--- src/rtl/tap_tdo_ctrl.sv ---
// -----------------------------------------------------------------------------
// tap_tdo_ctrl
//
// JTAG return-path controller. It follows the IEEE 1149.1 TAP state machine
// from TMS and registers the serial output of either the instruction register
// or the selected data register onto TDO. It also decodes the IR/DR path
// select and the capture/shift/update strobes for the TDI-side routing and the
// register chains.
//
// Parameters
//   TDO_IDLE    value driven on TDO whenever no shift is in progress
//
// Ports
//   TCK         in   scan clock; every state change happens on its rising edge
//   Rst_n       in   synchronous active-low reset, sampled on rising TCK
//   TMS         in   TAP mode select
//   IR_Out      in   serial output bit of the instruction register
//   DR_Out      in   serial output bit of the selected data register
//   TDO         out  registered scan output
//   TDO_En      out  high while TDO carries a valid shifted bit
//   Sel         out  path select: 0 = DR, 1 = IR
//   State       out  current TAP state (standard 4-bit encoding)
//   Capture_En  out  current state is Capture-DR or Capture-IR
//   Shift_En    out  current state is Shift-DR or Shift-IR
//   Update_En   out  current state is Update-DR or Update-IR
//
// All outputs come from registers or from decode of the state register only,
// so there is no combinational path from TMS, IR_Out or DR_Out to an output.
// -----------------------------------------------------------------------------
module tap_tdo_ctrl #(
  parameter logic TDO_IDLE = 1'b0
) (
  input  logic       TCK,
  input  logic       Rst_n,
  input  logic       TMS,
  input  logic       IR_Out,
  input  logic       DR_Out,
  output logic       TDO,
  output logic       TDO_En,
  output logic       Sel,
  output logic [3:0] State,
  output logic       Capture_En,
  output logic       Shift_En,
  output logic       Update_En
);

  // The enumeration values are the conventional 1149.1 state codes; the
  // encoded value is exported directly on State.
  typedef enum logic [3:0] {
    EXIT2_DR   = 4'h0,
    EXIT1_DR   = 4'h1,
    SHIFT_DR   = 4'h2,
    PAUSE_DR   = 4'h3,
    SELECT_IR  = 4'h4,
    UPDATE_DR  = 4'h5,
    CAPTURE_DR = 4'h6,
    SELECT_DR  = 4'h7,
    EXIT2_IR   = 4'h8,
    EXIT1_IR   = 4'h9,
    SHIFT_IR   = 4'hA,
    PAUSE_IR   = 4'hB,
    RUN_IDLE   = 4'hC,
    UPDATE_IR  = 4'hD,
    CAPTURE_IR = 4'hE,
    TEST_RESET = 4'hF
  } tap_state_t;

  tap_state_t state_reg;
  tap_state_t state_next;
  logic       tdo_reg;
  logic       tdo_next;
  logic       tdo_en_reg;
  logic       tdo_en_next;

  // ---------------------------------------------------------------------------
  // State, TDO and TDO_En registers. Reset wins over TMS in the same cycle,
  // which also aborts any shift in progress without passing through Update.
  // ---------------------------------------------------------------------------
  always_ff @(posedge TCK) begin
    if (!Rst_n) begin
      state_reg  <= TEST_RESET;
      tdo_reg    <= TDO_IDLE;
      tdo_en_reg <= 1'b0;
    end else begin
      state_reg  <= state_next;
      tdo_reg    <= tdo_next;
      tdo_en_reg <= tdo_en_next;
    end
  end

  // ---------------------------------------------------------------------------
  // Next-state logic: standard TAP transition graph.
  // ---------------------------------------------------------------------------
  always_comb begin
    state_next = state_reg;
    case (state_reg)
      TEST_RESET: state_next = TMS ? TEST_RESET : RUN_IDLE;
      RUN_IDLE:   state_next = TMS ? SELECT_DR  : RUN_IDLE;
      SELECT_DR:  state_next = TMS ? SELECT_IR  : CAPTURE_DR;
      SELECT_IR:  state_next = TMS ? TEST_RESET : CAPTURE_IR;

      CAPTURE_DR: state_next = TMS ? EXIT1_DR   : SHIFT_DR;
      SHIFT_DR:   state_next = TMS ? EXIT1_DR   : SHIFT_DR;
      EXIT1_DR:   state_next = TMS ? UPDATE_DR  : PAUSE_DR;
      PAUSE_DR:   state_next = TMS ? EXIT2_DR   : PAUSE_DR;
      EXIT2_DR:   state_next = TMS ? UPDATE_DR  : SHIFT_DR;
      UPDATE_DR:  state_next = TMS ? SELECT_DR  : RUN_IDLE;

      CAPTURE_IR: state_next = TMS ? EXIT1_IR   : SHIFT_IR;
      SHIFT_IR:   state_next = TMS ? EXIT1_IR   : SHIFT_IR;
      EXIT1_IR:   state_next = TMS ? UPDATE_IR  : PAUSE_IR;
      PAUSE_IR:   state_next = TMS ? EXIT2_IR   : PAUSE_IR;
      EXIT2_IR:   state_next = TMS ? UPDATE_IR  : SHIFT_IR;
      UPDATE_IR:  state_next = TMS ? SELECT_DR  : RUN_IDLE;

      default:    state_next = TEST_RESET;
    endcase
  end

  // ---------------------------------------------------------------------------
  // TDO datapath. The bit is taken from the state held before the edge, so the
  // edge that leaves a shift state (into Exit1) still carries the last bit and
  // keeps TDO_En high; TDO_En drops on the following edge.
  // ---------------------------------------------------------------------------
  always_comb begin
    tdo_next    = TDO_IDLE;
    tdo_en_next = 1'b0;
    case (state_reg)
      SHIFT_IR: begin
        tdo_next    = IR_Out;
        tdo_en_next = 1'b1;
      end
      SHIFT_DR: begin
        tdo_next    = DR_Out;
        tdo_en_next = 1'b1;
      end
      default: begin
        tdo_next    = TDO_IDLE;
        tdo_en_next = 1'b0;
      end
    endcase
  end

  // ---------------------------------------------------------------------------
  // Decoded outputs, purely from the state register. Select-IR still belongs
  // to the DR side for routing purposes: the IR path is only selected once the
  // IR column proper (Capture-IR onward) is entered.
  // ---------------------------------------------------------------------------
  always_comb begin
    Sel        = 1'b0;
    Capture_En = 1'b0;
    Shift_En   = 1'b0;
    Update_En  = 1'b0;
    case (state_reg)
      CAPTURE_IR, SHIFT_IR, EXIT1_IR, PAUSE_IR, EXIT2_IR, UPDATE_IR: Sel = 1'b1;
      default:                                                        Sel = 1'b0;
    endcase
    case (state_reg)
      CAPTURE_DR, CAPTURE_IR: Capture_En = 1'b1;
      SHIFT_DR,   SHIFT_IR:   Shift_En   = 1'b1;
      UPDATE_DR,  UPDATE_IR:  Update_En  = 1'b1;
      default: begin
        Capture_En = 1'b0;
        Shift_En   = 1'b0;
        Update_En  = 1'b0;
      end
    endcase
  end

  assign State  = state_reg;
  assign TDO    = tdo_reg;
  assign TDO_En = tdo_en_reg;

endmodule

--- config.mk ---
export PLATFORM = sky130hd
export DESIGN_NAME = tap_tdo_ctrl
export DESIGN_NICKNAME = d
export VERILOG_FILES = /design/src/rtl/tap_tdo_ctrl.sv
export SDC_FILE = /design/constraint.sdc
export NUM_CORES = 1
export LEC_CHECK = 0
export BUFFER_PORTS_ARGS = -buffer_cell sky130_fd_sc_hd__buf_2
export CORE_AREA = 2 2 39 41
export CTS_CLUSTER_DIAMETER = 120
export DETAILED_ROUTE_END_ITERATION = 8
export DIE_AREA = 0 0 41 43
export GPL_TIMING_DRIVEN = 1
export SETUP_SLACK_MARGIN = 0.4
export SKIP_LAST_GASP = 1
export SLEW_MARGIN = 20
export SYNTH_ARGS = -nofsm -noshare
export SYNTH_HDL_FRONTEND = slang
export SYNTH_SLANG_ARGS = --single-unit
--- constraint.sdc ---
create_clock -name TCK -period 2.6 [get_ports TCK]
set_input_delay 0.26 -clock TCK [delete_from_list [all_inputs] [get_ports TCK]]
set_output_delay 0.26 -clock TCK [all_outputs]
set_load 0.02 [all_outputs]
==> impl_metrics.json, run 1 <==
{
  "status": "finished clean",
  "synth_area_um2": 345,
  "r2r_cells": 3,
  "antenna_found_initial": 0,
  "power_density_nw_per_um2": 665,
  "hpwl_um": 491,
  "io_pins": 15,
  "peakVddDrop_v": 0.000180,
  "cts_num_sinks": 6,
  "worstMarginPinSlew_ns": 0.401,
  "cts_tree": "yes",
  "grt_usage": 0.0882,
  "timing.setup.tns_ns": 0,
  "hold_viol_final": 0,
  "critPathSlowestCell": "dfxtp_1",
  "cts_buffers": 3,
  "worstHoldStart": "Rst_n",
  "clk_pin_slew_worst_paths_ns": 0.04,
  "min_period_over_period": 0.588,
  "grt_pass1_vias": 261,
  "drt-total-wl_um": 647,
  "first_iter_violations": 2,
  "max_freq_mhz": 654,
  "clock_path_buffers": 2,
  "drcViolationCount": 0,
  "die_area_um2": 1760,
  "final_period_minus_worst_setup_slack_ns": 1.53,
  "crit_chain": "nor2b_1 > and2_1 > buf_2",
  "coreArea_um2": 1380,
  "synthesis.nets": 42,
  "setup.worst_path.start_class": "flop",
  "worst-path-buf-inv": 1,
  "place_congestion": 0.767,
  "hp-class": "primary input to flop",
  "syn_area_per_cell_um2": 9.33,
  "cp-end-kind": "primary output",
  "drive_gt1_frac": 0.400,
  "h-tree-depth": 1,
  "crit_family": "flip-flops",
  "critPathRequiredTime_ns": 2.34,
  "slowest_delay_ns": 0.51,
  "relSlewSlack": 0.732,
  "r2r-start": "State[2]$_SDFF_PN1_",
  "gr-total-overflow": 0,
  "hold_ws_ns": 0.223,
  "start_util": 0.250,
  "ys_seq_area_frac": 0.348,
  "grt_pass1_wl_um": 1060,
  "rows": 14,
  "portBuffers": 14,
  "path_class": "flop to primary output",
  "hold_buffers": 0,
  "p_leak_nw": 0.208,
  "ys_ff_latch": 6,
  "vias": 298,
  "fp.dieH_um": 43,
  "cp.depth": 3,
  "cp-startpoint": "State[2]$_SDFF_PN1_",
  "die_w_um": 41,
  "rsz0062_at_grt": "no",
  "via_per_inst": 4.52,
  "cts_setup_buffers": 0,
  "crit_fanout": 10,
  "postSynthCellCount": 37,
  "fin_skew_ns": 0.00418,
  "diodes": 0,
  "drv_cap": 0,
  "clk_latency_ns": 0.24,
  "dr.pass1.iters": 4,
  "grt_max_degree": 12,
  "post_cts_resized": 0,
  "crit_arrival_ns": 1.27,
  "yosysUniqueCellTypes": 24,
  "setup-violations-final": 0,
  "wire_per_inst_um": 9.80,
  "area.growth.synth_to_final_pct": 22.5,
  "nNetsFinal": 57,
  "cts-root-buf": "clkbuf_4",
  "ys_warn_count": 0,
  "maxSlewViolCount": 0,
  "hold_depth": 2,
  "ant_nets": 0
}
Yosys cell counts:
cell type	count	area, um2
dfxtp_1	6	120
a21boi_0	2	15.0
buf_6	2	22.5
mux2i_1	2	20.0
nand2_1	2	7.51
nand3_1	2	10.0
nor2_1	2	7.51
nor2b_1	2	12.5
o21ai_0	2	10.0
a21bo_2	1	10.0
a21oi_1	1	5.00
a221o_1	1	10.0
and2_1	1	6.26
and2_4	1	8.76
and2b_1	1	7.51
and3b_1	1	8.76
buf_2	1	5.00
buf_4	1	7.51
inv_1	1	3.75
nor3_1	1	5.00
nor3b_1	1	7.51
nor3b_4	1	18.8
o211ai_1	1	7.51
xnor2_1	1	8.76
worst paths after layout:
check / to / slack, ns
worst max-delay path: Update_En / 1.07
worst min register to register: State[1]$_SDFF_PN1_ / 0.64
worst max register to register: State[3]$_SDFF_PN1_ / 1.49
worst min-delay path: State[3]$_SDFF_PN1_ / 0.22
worst register-to-register path: cells and delay by family, from the launching register on:
family	cells	cell delay [ns]
AND/OR/NAND/NOR	2	0.29
flip-flops	1	0.51
multiplexers	1	0.20
power breakdown:
part	leakage (nW)	internal, mW	switching, mW
registers	0.0494	0.100	0.0191
clock network	0.0138	0.0522	0.0329
logic	0.145	0.0367	0.0403
per-stage QoR:
step,util,total power [mW],instances,area [um2],worst slack (ns)
3_5_place_dp,0.289,0.200,63,400,1.30
4_1_cts,0.306,0.288,66,423,1.05
3_3_place_gp,0.289,0.199,63,400,1.32
5_1_grt,0.306,0.304,66,423,0.946
6_report,0.306,0.281,66,423,1.07
2_1_floorplan,-,0.184,37,345,1.16
registers in the layout, indices dropped and copies added (netlist names):
register,flops
State,4
TDO,1
TDO_En,1
kinds of logic after synthesis:
group	count (synthesis)	share of synthesized area
AO/OA/AOI/OAI	8	0.167
XOR/XNOR	1	0.0254
buffers and inverters	5	0.112
flip-flops	6	0.348
multiplexers	2	0.0580
AND/OR/NAND/NOR	15	0.290
final cells by class:
type	count	area [um2]
clock buffer	3	22.5
fill	159	961
inverter	1	3.75
multi-input combinational	26	186
sequential	6	120
tap	16	20.0
timing repair buffer	14	70.1
layer usage:
| layer | wire length, um | track usage | share of wire | vias to the layer above |
|---|---|---|---|---|
| met5 | 0 | 0 | 0 | - |
| met4 | 0 | 0.0600 | 0 | 0 |
| met3 | 68 | 0.0157 | 0.11 | 0 |
| met2 | 279 | 0.116 | 0.43 | 12 |
| met1 | 300 | 0.125 | 0.46 | 133 |
| li1 | - | - | - | 153 |
cell usage in the layout (no fill, tap or decap):
cell and count:
and2_4 1, a21bo_2 1, buf_2 14, and2_1 1, mux2i_1 2, and3b_1 1, nand3_1 2, nor2_1 2
xnor2_1 1, a21boi_0 2, inv_1 1, a221o_1 1, o21ai_0 2, nor3_1 1, nor3b_4 1, dfxtp_1 6
nor2b_1 2, and2b_1 1, a21oi_1 1, nor3b_1 1, nand2_1 2, clkbuf_4 3, o211ai_1 1
Note: power is estimated with default switching activity, not from simulation.
==> inputs of run 2 (changes only) <==
==> constraint.sdc (replaced) <==
create_clock -name TCK -period 1.3 [get_ports TCK]
set_input_delay 0.13 -clock TCK [delete_from_list [all_inputs] [get_ports TCK]]
set_output_delay 0.13 -clock TCK [all_outputs]
set_load 0.02 [all_outputs]
==> impl_metrics.json, run 2 (synthesis results as in run 1) <==
{
  "status": "finished clean",
  "power_frac_seq": 0.352,
  "dr.pass1.iters": 3,
  "grt_max_degree": 10,
  "grt_pass1_vias": 306,
  "worstHoldStart": "Rst_n",
  "critPathSlowestCell": "dfxtp_4",
  "timing.setup.tns_ns": 0,
  "antenna_found_initial": 0,
  "path_class": "flop to primary output",
  "first_iter_violations": 2,
  "cts_tree": "yes",
  "layoutNonFillerInstCount": 73,
  "grt_usage": 0.108,
  "clock_path_buffers": 2,
  "grt_pass1_wl_um": 1210,
  "crit_fanout": 5,
  "cts_buffers": 3,
  "start_util": 0.250,
  "coreArea_um2": 1380,
  "cts_num_sinks": 6,
  "setup.worst_path.start_class": "flop",
  "cts-root-buf": "clkbuf_4",
  "area.growth.synth_to_final_pct": 59.8,
  "h-tree-depth": 1,
  "final_common_cell": "buf_4",
  "cp-end-kind": "primary output",
  "place_congestion": 0.669,
  "via_per_inst": 4.52,
  "rsz0062_at_grt": "yes",
  "slowest_delay_ns": 0.38,
  "pwr-share-comb": 0.367,
  "r2r_cells": 5,
  "crit_arrival_ns": 1.05,
  "hpwl_um": 455,
  "die_w_um": 41,
  "power.total_uw": 675,
  "max_freq_mhz": 850,
  "drive_gt1_frac": 0.614,
  "power_density_nw_per_um2": 1220,
  "postPlaceCellArea_um2": 415,
  "gr-total-overflow": 0,
  "hold_depth": 2,
  "crit_chain": "nor2b_4 > and2_4 > buf_6",
  "drcViolationCount": 0,
  "vias": 330,
  "final_cell_area_um2": 552,
  "setup-violations-final": 0,
  "p_leak_nw": 0.268,
  "fillers": 142,
  "worstMarginPinSlew_ns": 0.187,
  "hold_end": "State[3]$_SDFF_PN1_",
  "hp-class": "primary input to flop",
  "peakVddDrop_v": 0.000328,
  "fin_skew_ns": 0.0110,
  "drt-total-wl_um": 774,
  "relSlewSlack": 0.875,
  "io_pins": 15,
  "clk_pin_slew_worst_paths_ns": 0.05,
  "portBuffers": 14,
  "die_area_um2": 1760,
  "final_cell_mix": "buf_4, buf_2, buf_6",
  "rrSetupSlack_ns": 0.20,
  "fp.dieH_um": 43,
  "power.switching_uw": 214,
  "wire_per_inst_um": 10.6,
  "power.share.clock": 0.282,
  "drv_cap": 0,
  "hold_viol_final": 0,
  "diodes": 0,
  "rows": 14,
  "multi_input_area_um2": 209,
  "placed_cells_incl_taps": 63,
  "critPathRequiredTime_ns": 1.17,
  "p_int_uw": 461,
  "ant_nets": 0,
  "r2r-start": "State[0]$_SDFF_PN1_",
  "clk_latency_ns": 0.25,
  "seq_area_um2": 135,
  "power.share.switching": 0.317,
  "final_period_minus_worst_setup_slack_ns": 1.18,
  "r2r-end": "State[1]$_SDFF_PN1_",
  "maxSlewViolCount": 0,
  "nNetsFinal": 63,
  "largest_reg_flops": 4,
  "min_period_over_period": 0.905
}
==> run 2: routing by layer <==
layer | wire length [um] | track usage | vias to the layer above
li1 | - | - | 165
met1 | 333 | 0.112 | 151
met2 | 374 | 0.156 | 12
met3 | 51 | 0.0419 | 2
met4 | 14 | 0.100 | 0
met5 | 0 | 0 | -
==> run 2: worst max-delay path by stage <==
stage                                    from        endpoint  slack, ns  cells after the start
final                     State[2]$_SDFF_PN1_       Update_En       0.12                      3
after global routing      State[2]$_SDFF_PN1_       Update_En       0.07                      3
after CTS                 State[1]$_SDFF_PN1_             Sel       0.11                      3
after detailed placement  State[2]$_SDFF_PN1_       Update_En       0.22                      3
after global placement    State[2]$_SDFF_PN1_       Update_En       0.24                      3
after floorplan           State[2]$_SDFF_PN1_  TDO$_SDFF_PN0_       0.16                      4
==> run 2: metrics by stage <==
stage	hold slack, ns	worst slack [ns]	util
2_1_floorplan	0.192	0.157	-
3_3_place_gp	0.340	0.239	0.300
3_5_place_dp	0.339	0.220	0.300
4_1_cts	0.0834	0.114	0.391
5_1_grt	0.0849	0.0700	0.399
6_report	0.0943	0.124	0.399
==> run 2: timing repair <==
item	in CTS	in global routing
hold endpoints to repair	0	0
hold buffers	0	0
endpoints found under the setup margin	12	14
setup buffers	6	0
resized for setup	18	2
pin swaps	1	0
==> run 2: area by class of cell <==
| type | instances | share of cell area |
|---|---|---|
| multi-input cells | 26 | 0.379 |
| repair buffers | 20 | 0.286 |
| flip-flops and latches | 6 | 0.245 |
| clock buffers | 4 | 0.0476 |
| well taps | 16 | 0.0363 |
| inverters | 1 | 0.00680 |
==> run 2: power groups by stage <==
stage | clock network (mW) | logic (mW) | registers (mW)
after floorplan | 0 | 0.154 | 0.235
after global placement | 0 | 0.165 | 0.246
after detailed placement | 0 | 0.165 | 0.247
after CTS | 0.201 | 0.240 | 0.234
after global routing | 0.213 | 0.266 | 0.242
final | 0.190 | 0.247 | 0.237
==> run 2: critical path: cells and delay by family (launching register included) <==
kind,cells,cell delay [ns]
buf+inv,1,0.10
flops,1,0.38
simple gates,2,0.31
==> inputs of run 3 (changes only) <==
==> constraint.sdc (replaced) <==
create_clock -name TCK -period 1.2 [get_ports TCK]
set_input_delay 0.12 -clock TCK [delete_from_list [all_inputs] [get_ports TCK]]
set_output_delay 0.12 -clock TCK [all_outputs]
set_load 0.02 [all_outputs]
==> impl_metrics.json, run 3 (synthesis results as in run 1) <==
{
  "status": "finished clean",
  "seq_area_um2": 138,
  "layoutNonFillerInstCount": 79,
  "multi_input_area_um2": 205,
  "first_iter_violations": 2,
  "crit_fanout": 6,
  "pre_cts_ws_ns": 0.128,
  "drcViolationCount": 0,
  "grt_max_degree": 10,
  "nNetsFinal": 69,
  "setup-violations-final": 0,
  "peakVddDrop_v": 0.000416,
  "grt_usage": 0.121,
  "die_w_um": 41,
  "coreArea_um2": 1380,
  "grt_pass1_vias": 332,
  "vias": 356,
  "wire_per_inst_um": 11.0,
  "hold_viol_final": 0,
  "hold_buffers": 0,
  "largest_reg_flops": 4,
  "clk_pin_slew_worst_paths_ns": 0.05,
  "die_area_um2": 1760,
  "via_per_inst": 4.51,
  "p_leak_nw": 0.300,
  "cp-end-kind": "primary output",
  "power_density_nw_per_um2": 1240,
  "final_cell_mix": "buf_6, buf_4, dfxtp_4, buf_2, clkbuf_4",
  "worstMarginPinSlew_ns": 0.185,
  "drive_gt1_frac": 0.667,
  "drt-total-wl_um": 869,
  "diodes": 0,
  "place_congestion": 0.685,
  "clock_path_buffers": 2,
  "drv_cap": 0,
  "fin_skew_ns": 0.00844,
  "fin_ws_ns": 0.0415,
  "final_common_cell": "buf_6",
  "fillers": 136,
  "min_period_over_period": 0.965,
  "path_class": "flop to primary output",
  "gr-total-overflow": 0,
  "placed_cells_incl_taps": 63,
  "hp-class": "primary input to flop",
  "grt_pass1_wl_um": 1310,
  "cts-root-buf": "clkbuf_4",
  "cts_num_sinks": 6,
  "setup.worst_path.start_class": "flop",
  "crit_arrival_ns": 1.04,
  "ant_nets": 0,
  "final_period_minus_worst_setup_slack_ns": 1.16,
  "hpwl_um": 504,
  "cts_tree": "yes",
  "hold_ws_ns": 0.0814,
  "io_pins": 15,
  "max_freq_mhz": 863,
  "relSlewSlack": 0.877,
  "rows": 14,
  "timing.setup.tns_ns": 0,
  "critPathRequiredTime_ns": 1.08,
  "rsz0062_at_grt": "yes",
  "cts_buffers": 3,
  "dr.pass1.iters": 3,
  "start_util": 0.250,
  "portBuffers": 14,
  "clk_latency_ns": 0.25,
  "fp.dieH_um": 43,
  "antenna_found_initial": 0,
  "area.growth.synth_to_final_pct": 83.7,
  "maxSlewViolCount": 0,
  "h-tree-depth": 1
}
run 3: critical path, stage by stage, from the launching register on:
cell	delay [ns]
dfxtp_4	0.38
nor2b_4	0.16
and2_4	0.14
buf_6	0.10
run 3: path summary, 6_finish.rpt:
path / startpoint / slack (ns) / cells after the start / to
setup / recovery: State[2]$_SDFF_PN1_ / 0.04 / 3 / Update_En
hold / removal: Rst_n / 0.08 / 2 / State[3]$_SDFF_PN1_
setup reg to reg: State[1]$_SDFF_PN1_ / 0.12 / 5 / State[1]$_SDFF_PN1_
hold reg to reg: State[3]$_SDFF_PN1_ / 0.53 / 2 / State[3]$_SDFF_PN1_
run 3: per-layer routing:
| metal | vias up | global-route usage | part of all wire |
|---|---|---|---|
| met4 | 0 | 0.140 | 0.029 |
| met2 | 13 | 0.166 | 0.51 |
| met3 | 4 | 0.0419 | 0.066 |
| met1 | 159 | 0.123 | 0.39 |
| li1 | 180 | - | - |
| met5 | - | 0 | 0 |
run 3: cell type report:
class                      instances  share of cell area
clock buffer                       4              0.0414
inverter                           1             0.00592
timing repair buffer              26               0.381
tap                               16              0.0316
multi-input combinational         26               0.323
sequential                         6               0.217
run 3: repair_timing:
item	CTS	global route
endpoints found under the setup margin	16	16
buffers inserted	6	6
pin swaps	3	1
resized for setup	26	8
run 3: metrics by stage:
stage               cell area (um2)  power, mW   util
floorplan                       367      0.417      -
global placement                412      0.440  0.297
detailed placement              412      0.442  0.297
CTS                             562      0.749  0.406
global route                    634      0.841  0.458
finish                          634      0.789  0.458
run 3: power breakdown:
group          total (mW)  switching, mW  internal, mW
combinational       0.324          0.128         0.196
clock               0.210         0.0833         0.127
sequential          0.255         0.0350         0.220
